--- config.mk ---
export PLATFORM = sky130hd
export DESIGN_NAME = slc3_mem_responder
export DESIGN_NICKNAME = d
export VERILOG_FILES = /design/src/rtl/slc3_mem_responder.sv
export SDC_FILE = /design/constraint.sdc
export NUM_CORES = 2
export LEC_CHECK = 0
export CAP_MARGIN = 20
export CORE_UTILIZATION = 35
export DETAILED_ROUTE_END_ITERATION = 8
export GPL_ROUTABILITY_DRIVEN = 1
export HOLD_SLACK_MARGIN = 0.03
export SLEW_MARGIN = 25
export SYNTH_ARGS = -nofsm -noshare
export SYNTH_HDL_FRONTEND = slang
export SYNTH_SLANG_ARGS = --single-unit
--- constraint.sdc ---
create_clock -name Clk -period 4.6 [get_ports Clk]
set_input_delay 0.46 -clock Clk [delete_from_list [all_inputs] [get_ports Clk]]
set_output_delay 0.46 -clock Clk [all_outputs]
set_load 0.01 [all_outputs]
--- src/rtl/slc3_mem_responder.sv ---
// SLC-3 memory responder: answers MAR/MDR read and write strobes from the
// SLC-3 core with a fixed number of wait states and a one-cycle acknowledge.
// Address xFFFF is memory-mapped I/O: switches on read, hex display on write.
module slc3_mem_responder #(
    parameter int WAIT_CYCLES = 2,
    parameter int MEM_WORDS   = 256
) (
    input  logic        Clk,
    input  logic        Reset,
    input  logic [15:0] ADDR,
    input  logic [15:0] Data_to_Mem,
    input  logic        OE,
    input  logic        WE,
    input  logic [15:0] SW,
    output logic [15:0] Data_from_Mem,
    output logic        Mem_Ready,
    output logic [15:0] Hex_Out
);

    localparam int          AW        = (MEM_WORDS > 1) ? $clog2(MEM_WORDS) : 1;
    localparam logic [2:0]  LAST_WAIT = (WAIT_CYCLES > 0) ? 3'(WAIT_CYCLES - 1) : 3'd0;
    localparam logic [16:0] MEM_LIMIT = 17'(MEM_WORDS);
    localparam logic [15:0] IO_ADDR   = 16'hFFFF;

    typedef enum logic [1:0] {
        S_IDLE,
        S_WAIT,
        S_ACK,
        S_HOLD
    } state_t;

    state_t      state_q, state_d;
    logic [2:0]  cnt_q, cnt_d;
    logic [15:0] addr_q, addr_d;
    logic [15:0] wdata_q, wdata_d;
    logic        is_write_q, is_write_d;
    logic        mem_ready_q, mem_ready_d;
    logic [15:0] rdata_q, rdata_d;
    logic [15:0] hex_q, hex_d;

    logic [15:0] mem [MEM_WORDS];

    logic          is_io;
    logic          in_range;
    logic [AW-1:0] mem_idx;
    logic          active_strobe;
    logic          commit_write;

    // Decode the latched address and pick the strobe that keeps the transaction alive
    always_comb begin
        is_io         = (addr_q == IO_ADDR);
        in_range      = ({1'b0, addr_q} < MEM_LIMIT);
        mem_idx       = addr_q[AW-1:0];
        active_strobe = is_write_q ? WE : OE;
        commit_write  = (state_q == S_ACK) && is_write_q && in_range && !is_io;
    end

    // Next-state and next-output logic for the handshake FSM
    always_comb begin
        state_d     = state_q;
        cnt_d       = cnt_q;
        addr_d      = addr_q;
        wdata_d     = wdata_q;
        is_write_d  = is_write_q;
        mem_ready_d = 1'b0;
        rdata_d     = rdata_q;
        hex_d       = hex_q;

        case (state_q)
            S_IDLE: begin
                if (OE ^ WE) begin
                    addr_d     = ADDR;
                    wdata_d    = Data_to_Mem;
                    is_write_d = WE;
                    cnt_d      = 3'd0;
                    state_d    = (WAIT_CYCLES == 0) ? S_ACK : S_WAIT;
                end
            end
            S_WAIT: begin
                if (!active_strobe) begin
                    state_d = S_IDLE;
                    cnt_d   = 3'd0;
                end else if (cnt_q == LAST_WAIT) begin
                    state_d = S_ACK;
                    cnt_d   = 3'd0;
                end else begin
                    cnt_d = cnt_q + 3'd1;
                end
            end
            S_ACK: begin
                mem_ready_d = 1'b1;
                state_d     = S_HOLD;
                if (is_write_q) begin
                    rdata_d = wdata_q;
                    if (is_io) begin
                        hex_d = wdata_q;
                    end
                end else if (is_io) begin
                    rdata_d = SW;
                end else if (in_range) begin
                    rdata_d = mem[mem_idx];
                end else begin
                    rdata_d = 16'h0000;
                end
            end
            S_HOLD: begin
                if (!OE && !WE) begin
                    state_d = S_IDLE;
                end
            end
            default: begin
                state_d = S_IDLE;
            end
        endcase
    end

    // Register FSM state and all outputs; reset clears everything except memory
    always_ff @(posedge Clk or posedge Reset) begin
        if (Reset) begin
            state_q     <= S_IDLE;
            cnt_q       <= 3'd0;
            addr_q      <= 16'h0000;
            wdata_q     <= 16'h0000;
            is_write_q  <= 1'b0;
            mem_ready_q <= 1'b0;
            rdata_q     <= 16'h0000;
            hex_q       <= 16'h0000;
        end else begin
            state_q     <= state_d;
            cnt_q       <= cnt_d;
            addr_q      <= addr_d;
            wdata_q     <= wdata_d;
            is_write_q  <= is_write_d;
            mem_ready_q <= mem_ready_d;
            rdata_q     <= rdata_d;
            hex_q       <= hex_d;
        end
    end

    // Memory array has no reset so its contents survive a Reset pulse
    always_ff @(posedge Clk) begin
        if (commit_write) begin
            mem[mem_idx] <= wdata_q;
        end
    end

    assign Data_from_Mem = rdata_q;
    assign Mem_Ready     = mem_ready_q;
    assign Hex_Out       = hex_q;

endmodule

# Word-level counts from Yosys, hierarchy flattened
# Memory sizes are Yosys's and may differ from the RTL's.
# Index checks and enable logic that the tools add are counted.
# word_totals
ff_bits	71
latchBits	0
ram_bits	4096
romBits	0
inputBits	52
out_inout_bits	33
word_cells	49
n_memories	1
# op_classes
n_addsub	1
multipliers	0
div_mod_pow	0
n_lt_le_gt_ge	1
eq_ne	8
shift	0
n_mux	16
bitwise_logic	1
n_reduce_logical	13
# mem_list
memory	words	word_bits	read_ports	rd_ports_with_merged_regs	write_ports	line	rtl
mem	256	16	1	0	1	41	logic [15:0] mem [MEM_WORDS];
# ops
op	count
two-way mux 16 bit	3
equality test 16 bit (second input constant)	1
less-than comparator 16 x 9 -> 1 bit (second input constant)	1
two-way mux 3 bit	3
two-way mux 2 bit	4
case mux 2 bit (4 select lines)	1
case mux 3 bit (2 select lines)	1
AND reduction 3 bit	2
equality test 2 bit (second input constant)	2
logical AND 1 bit	4
two-way mux 1 bit	4
!= test 2 bit (second input constant)	2
AND reduction 2 bit	2
adder 3 x 1 -> 3 bit (second input constant)	1
equality test 3 x 1 -> 1 bit (second input constant)	1
logical NOT 1 bit	3
!= test 3 bit (second input constant)	1
equality test 2 x 1 -> 1 bit (second input constant)	1
logical NOT 2 bit	1
nonzero test 2 bit	1
bitwise XOR 1 bit	1

# Longest topological paths before layout
# logic_depth
word_depth	6
depth_mapped	12
ltp_nobuf	7

# Worst setup path before layout
# Ideal clock, no wire load.
# synth_timing
path_type	reg2reg
start	register wdata_q[0]
end	memory mem[0][0] (data pin)
setup_ns	0.807
arrival_time_ns	3.200
t_required_ns	3.793
path_slack_ns	0.593
path_stages_with_launch	1
n_path_buf	0
synth_period_minus_slack_ns	4.007
cell_sequence	dfrtp_1
# synth_lines
element	line	rtl
start: declaration	35	logic [15:0] wdata_q, wdata_d;
start signal: assignment	132	wdata_q <= wdata_d;
end: declaration	41	
# Straight into the memory's write port.

# Worst setup path after layout
# layout_timing
start	register addr_q[1]
end	register rdata_q[11] (netlist: Data_from_Mem[11])
# layout_between
elab_chain_cells	4
elab_cells_between_ends	6
cone_classes	order compare (1); eq/ne (1); mux (3); memory (1)
# layout_lines
element	line	rtl
start: declaration	34	logic [15:0] addr_q, addr_d;
start signal: assignment	131	addr_q <= addr_d;
memory read (256 x 16 bit) / less-than comparator 16 x 9 -> 1 bit (equally long branches)	n/a	
two-way mux 16 bit	100	end else if (in_range) begin
two-way mux 16 bit (*)	98	end else if (is_io) begin
two-way mux 16 bit (*)	93	if (is_write_q) begin
end signal: assignment	135	rdata_q <= rdata_d;
end: declaration	38	logic [15:0] rdata_q, rdata_d;
# Every way passes the cells marked *; elsewhere a longest branch is shown, timed or not.
# A chain may end at the register's enable or synchronous reset.

==> impl_metrics.ini <==
[route]
drc = 0
drtIter0Drc = 11600
wirelength_mm = 450
vias = 82500
wl_per_cell_um = 30.8
viasPerCell = 5.64
dr.pass1.iters = 6
drt.antenna.violating_nets = 0

[clock_tree]
clockBufferDepth = 4
clock_latency_ps = 980
cts.htree.levels = 5
cts_buffers = 410
cts_setup_buffers = 0
clk_pin_slew_worst_paths_ps = 60
cts.sinks = 4167
cts_root_buf = clkbuf_16
cts_tree = done

[power_and_ir_drop]
switchingPower_w = 0.0391
switching_share_pct = 33.3
power_frac_clock_pct = 28.2
power_frac_seq_pct = 42.3
p_total_w = 0.117
power_density_nw_per_um2 = 633
pwr-share-comb_pct = 29.5
leakagePower_nw = 58.8
p_int_w = 0.0783
irDropWorstVdd_v = 0.000494

[placed_design]
globalplace.congestion = 0.860
place_hpwl_mm = 280
port_buffers = 84

[die]
start_util_pct = 35.1
core_area_sq_um = 456000
ios = 85
std_cell_rows = 248
die_h_um = 678
die_w_um = 678
dieArea_sq_um = 460000

[synth]
syn_area_sq_um = 160000
async_flop_share_pct = 1.70
synth_edf_count = 4096
yosys_warnings = 0
yosysSeqAreaShare_pct = 77.9
synthCells = 7614
ys.flop_type = edfxtp_1
ys_ff_latch = 4167
synthDistinctLibCells = 55
synth_nets = 7667
synth_area_per_cell_sq_um = 21.0

[setup_path]
endpoint_kind = register
arrival_ps = 5480
rr_worst_depth = 9
r2r-start = addr_q[1]
cp-start-kind = register
timing.rr.end = Data_from_Mem[11]
critical_path_class = reg2reg
worstPathRequired_ps = 5440
critPathMaxFanout = 65
rrSetupSlack_ps = -40

[layout]
final_core_util_pct = 40.7
register_area_sq_um = 125000
fillers = 39500
drive_gt1_share_pct = 24.7
fin_nets = 8316
area_delta_synth_final_pct = 15.9
final_cell_mix = edfxtp_1, mux4_2, mux2i_1
final_common_cell = edfxtp_1
multi_input_area_sq_um = 33400

[timing]
rsz0062_at_grt = no
finalHoldViolCount = 0
hold_slack_ps = 113
setup_ws_ps = -39.7
slew_headroom_pct = 25.9
tightest_slew_ps = 1110
maxSlewViolCount = 0
fin_crit_ps = 4640
fin_crit_sh_pct = 101
setup_violations = 1
finalClockSkew_ps = 78.7
fmax_mhz = 216

[run]
cap_violations = 0

[grt]
grt_first_pass_wirelength_mm = 630
grt_pass1_vias = 81000
antenna_found_initial = 31
grt_max_degree = 133
grt_usage_pct = 19.1
gr-total-overflow = 0

[worst_hold_path]
min_path_cells = 2
worstHoldStart = Data_to_Mem[12]
whs_endpoint = wdata_q[12]
min_path_type = in2reg

[run_status]
violations = negative setup slack
status = finished with violations
-- registers in the layout, summed over array words and instances (netlist names), named ones only --
name,count
state_q,1
mem,4096
Mem_Ready,1
wdata_q,16
is_write_q,1
Data_from_Mem,16
cnt_q,3
Hex_Out,16
addr_q,16
-- power by group through the flow --
stage,sequential (W),clock [W],combinational (W)
after global routing,0.0497,0.0349,0.0361
after global placement,0.0503,0,0.0342
final,0.0496,0.0331,0.0347
after floorplan,0.0526,0,0.0173
after detailed placement,0.0504,0,0.0348
after CTS,0.0496,0.0335,0.0349
-- routing by layer --
| metal | global-route usage (%) | vias up | wire length (um) |
|---|---|---|---|
| met4 | 5.67 | 6 | 14100 |
| met3 | 3.30 | 664 | 40200 |
| met5 | 0 | - | 45 |
| li1 | - | 33400 | - |
| met2 | 30.0 | 4117 | 210000 |
| met1 | 27.2 | 44300 | 185000 |
-- critical path, cell delays in order (launching register included) --
cell and delay, ps:
dfrtp_4 660, buf_12 220, buf_12 360, mux4_2 600
a22o_1 330, a221oi_1 590, a31oi_1 440, o41ai_1 930
buf_4 250, a21oi_1 60
-- cells by family (layout without fill, tap and decap cells) --
logic type	after synthesis	count (layout)	share of synthesized area (%)
other	0	11	0
AOI/OAI and AO/OA	833	833	3.68
and+or+nand+nor	703	703	2.00
adders and majority gates	1	1	0.00781
DFF	4167	4167	77.9
buffers and inverters	477	1475	1.38
muxes	1433	1433	15.0
-- worst max path at each step --
stage,startpoint,end
after floorplan,wdata_q[0],mem[0][0]
after global placement,addr_q[1],Data_from_Mem[11]
after detailed placement,addr_q[1],Data_from_Mem[11]
after CTS,addr_q[1],Data_from_Mem[11]
after global routing,addr_q[1],Data_from_Mem[11]
final,addr_q[1],Data_from_Mem[11]
-- layout make-up --
cell class	instances	area share (%)
sequential	4167	67.3
tap	6000	4.05
multi-input combinational	2970	18.0
clock buffer	518	5.91
timing repair buffer	705	3.55
antenna	11	0.0148
inverter	9	0.0196
clock inverter	243	1.19
-- metrics by stage --
stage	instance area, sq um	cells	setup slack, ps	TNS, ps
3_5_place_dp	172000	13800	115	0
2_1_floorplan	160000	7614	593	0
4_1_cts	186000	14600	53.2	0
5_1_grt	186000	14600	66.7	0
6_report	186000	14600	-39.7	-39.7
3_3_place_gp	172000	13800	138	0
-- timing repair --
action                                  in CTS  in global routing
hold buffers                                 2                  0
endpoints found under the hold margin       25                  0
resized for setup                            0                  2
endpoints found under the setup margin       0                  2
-- cells in the mapped netlist (78+ instances only) --
cell type     n  area share, %
buf_2       180           0.56
a21oi_1      93           0.29
a221oi_1     94           0.51
a31oi_1      92           0.36
nand2_1     156           0.37
mux4_2      765             11
o21ai_0      78           0.24
clkbuf_1    212           0.50
nand3_1     129           0.40
mux2i_1     608            3.8
edfxtp_1   4096             77
nor2_1      276           0.65
a22oi_1     258            1.2
Power figures use the tool's default switching activity.
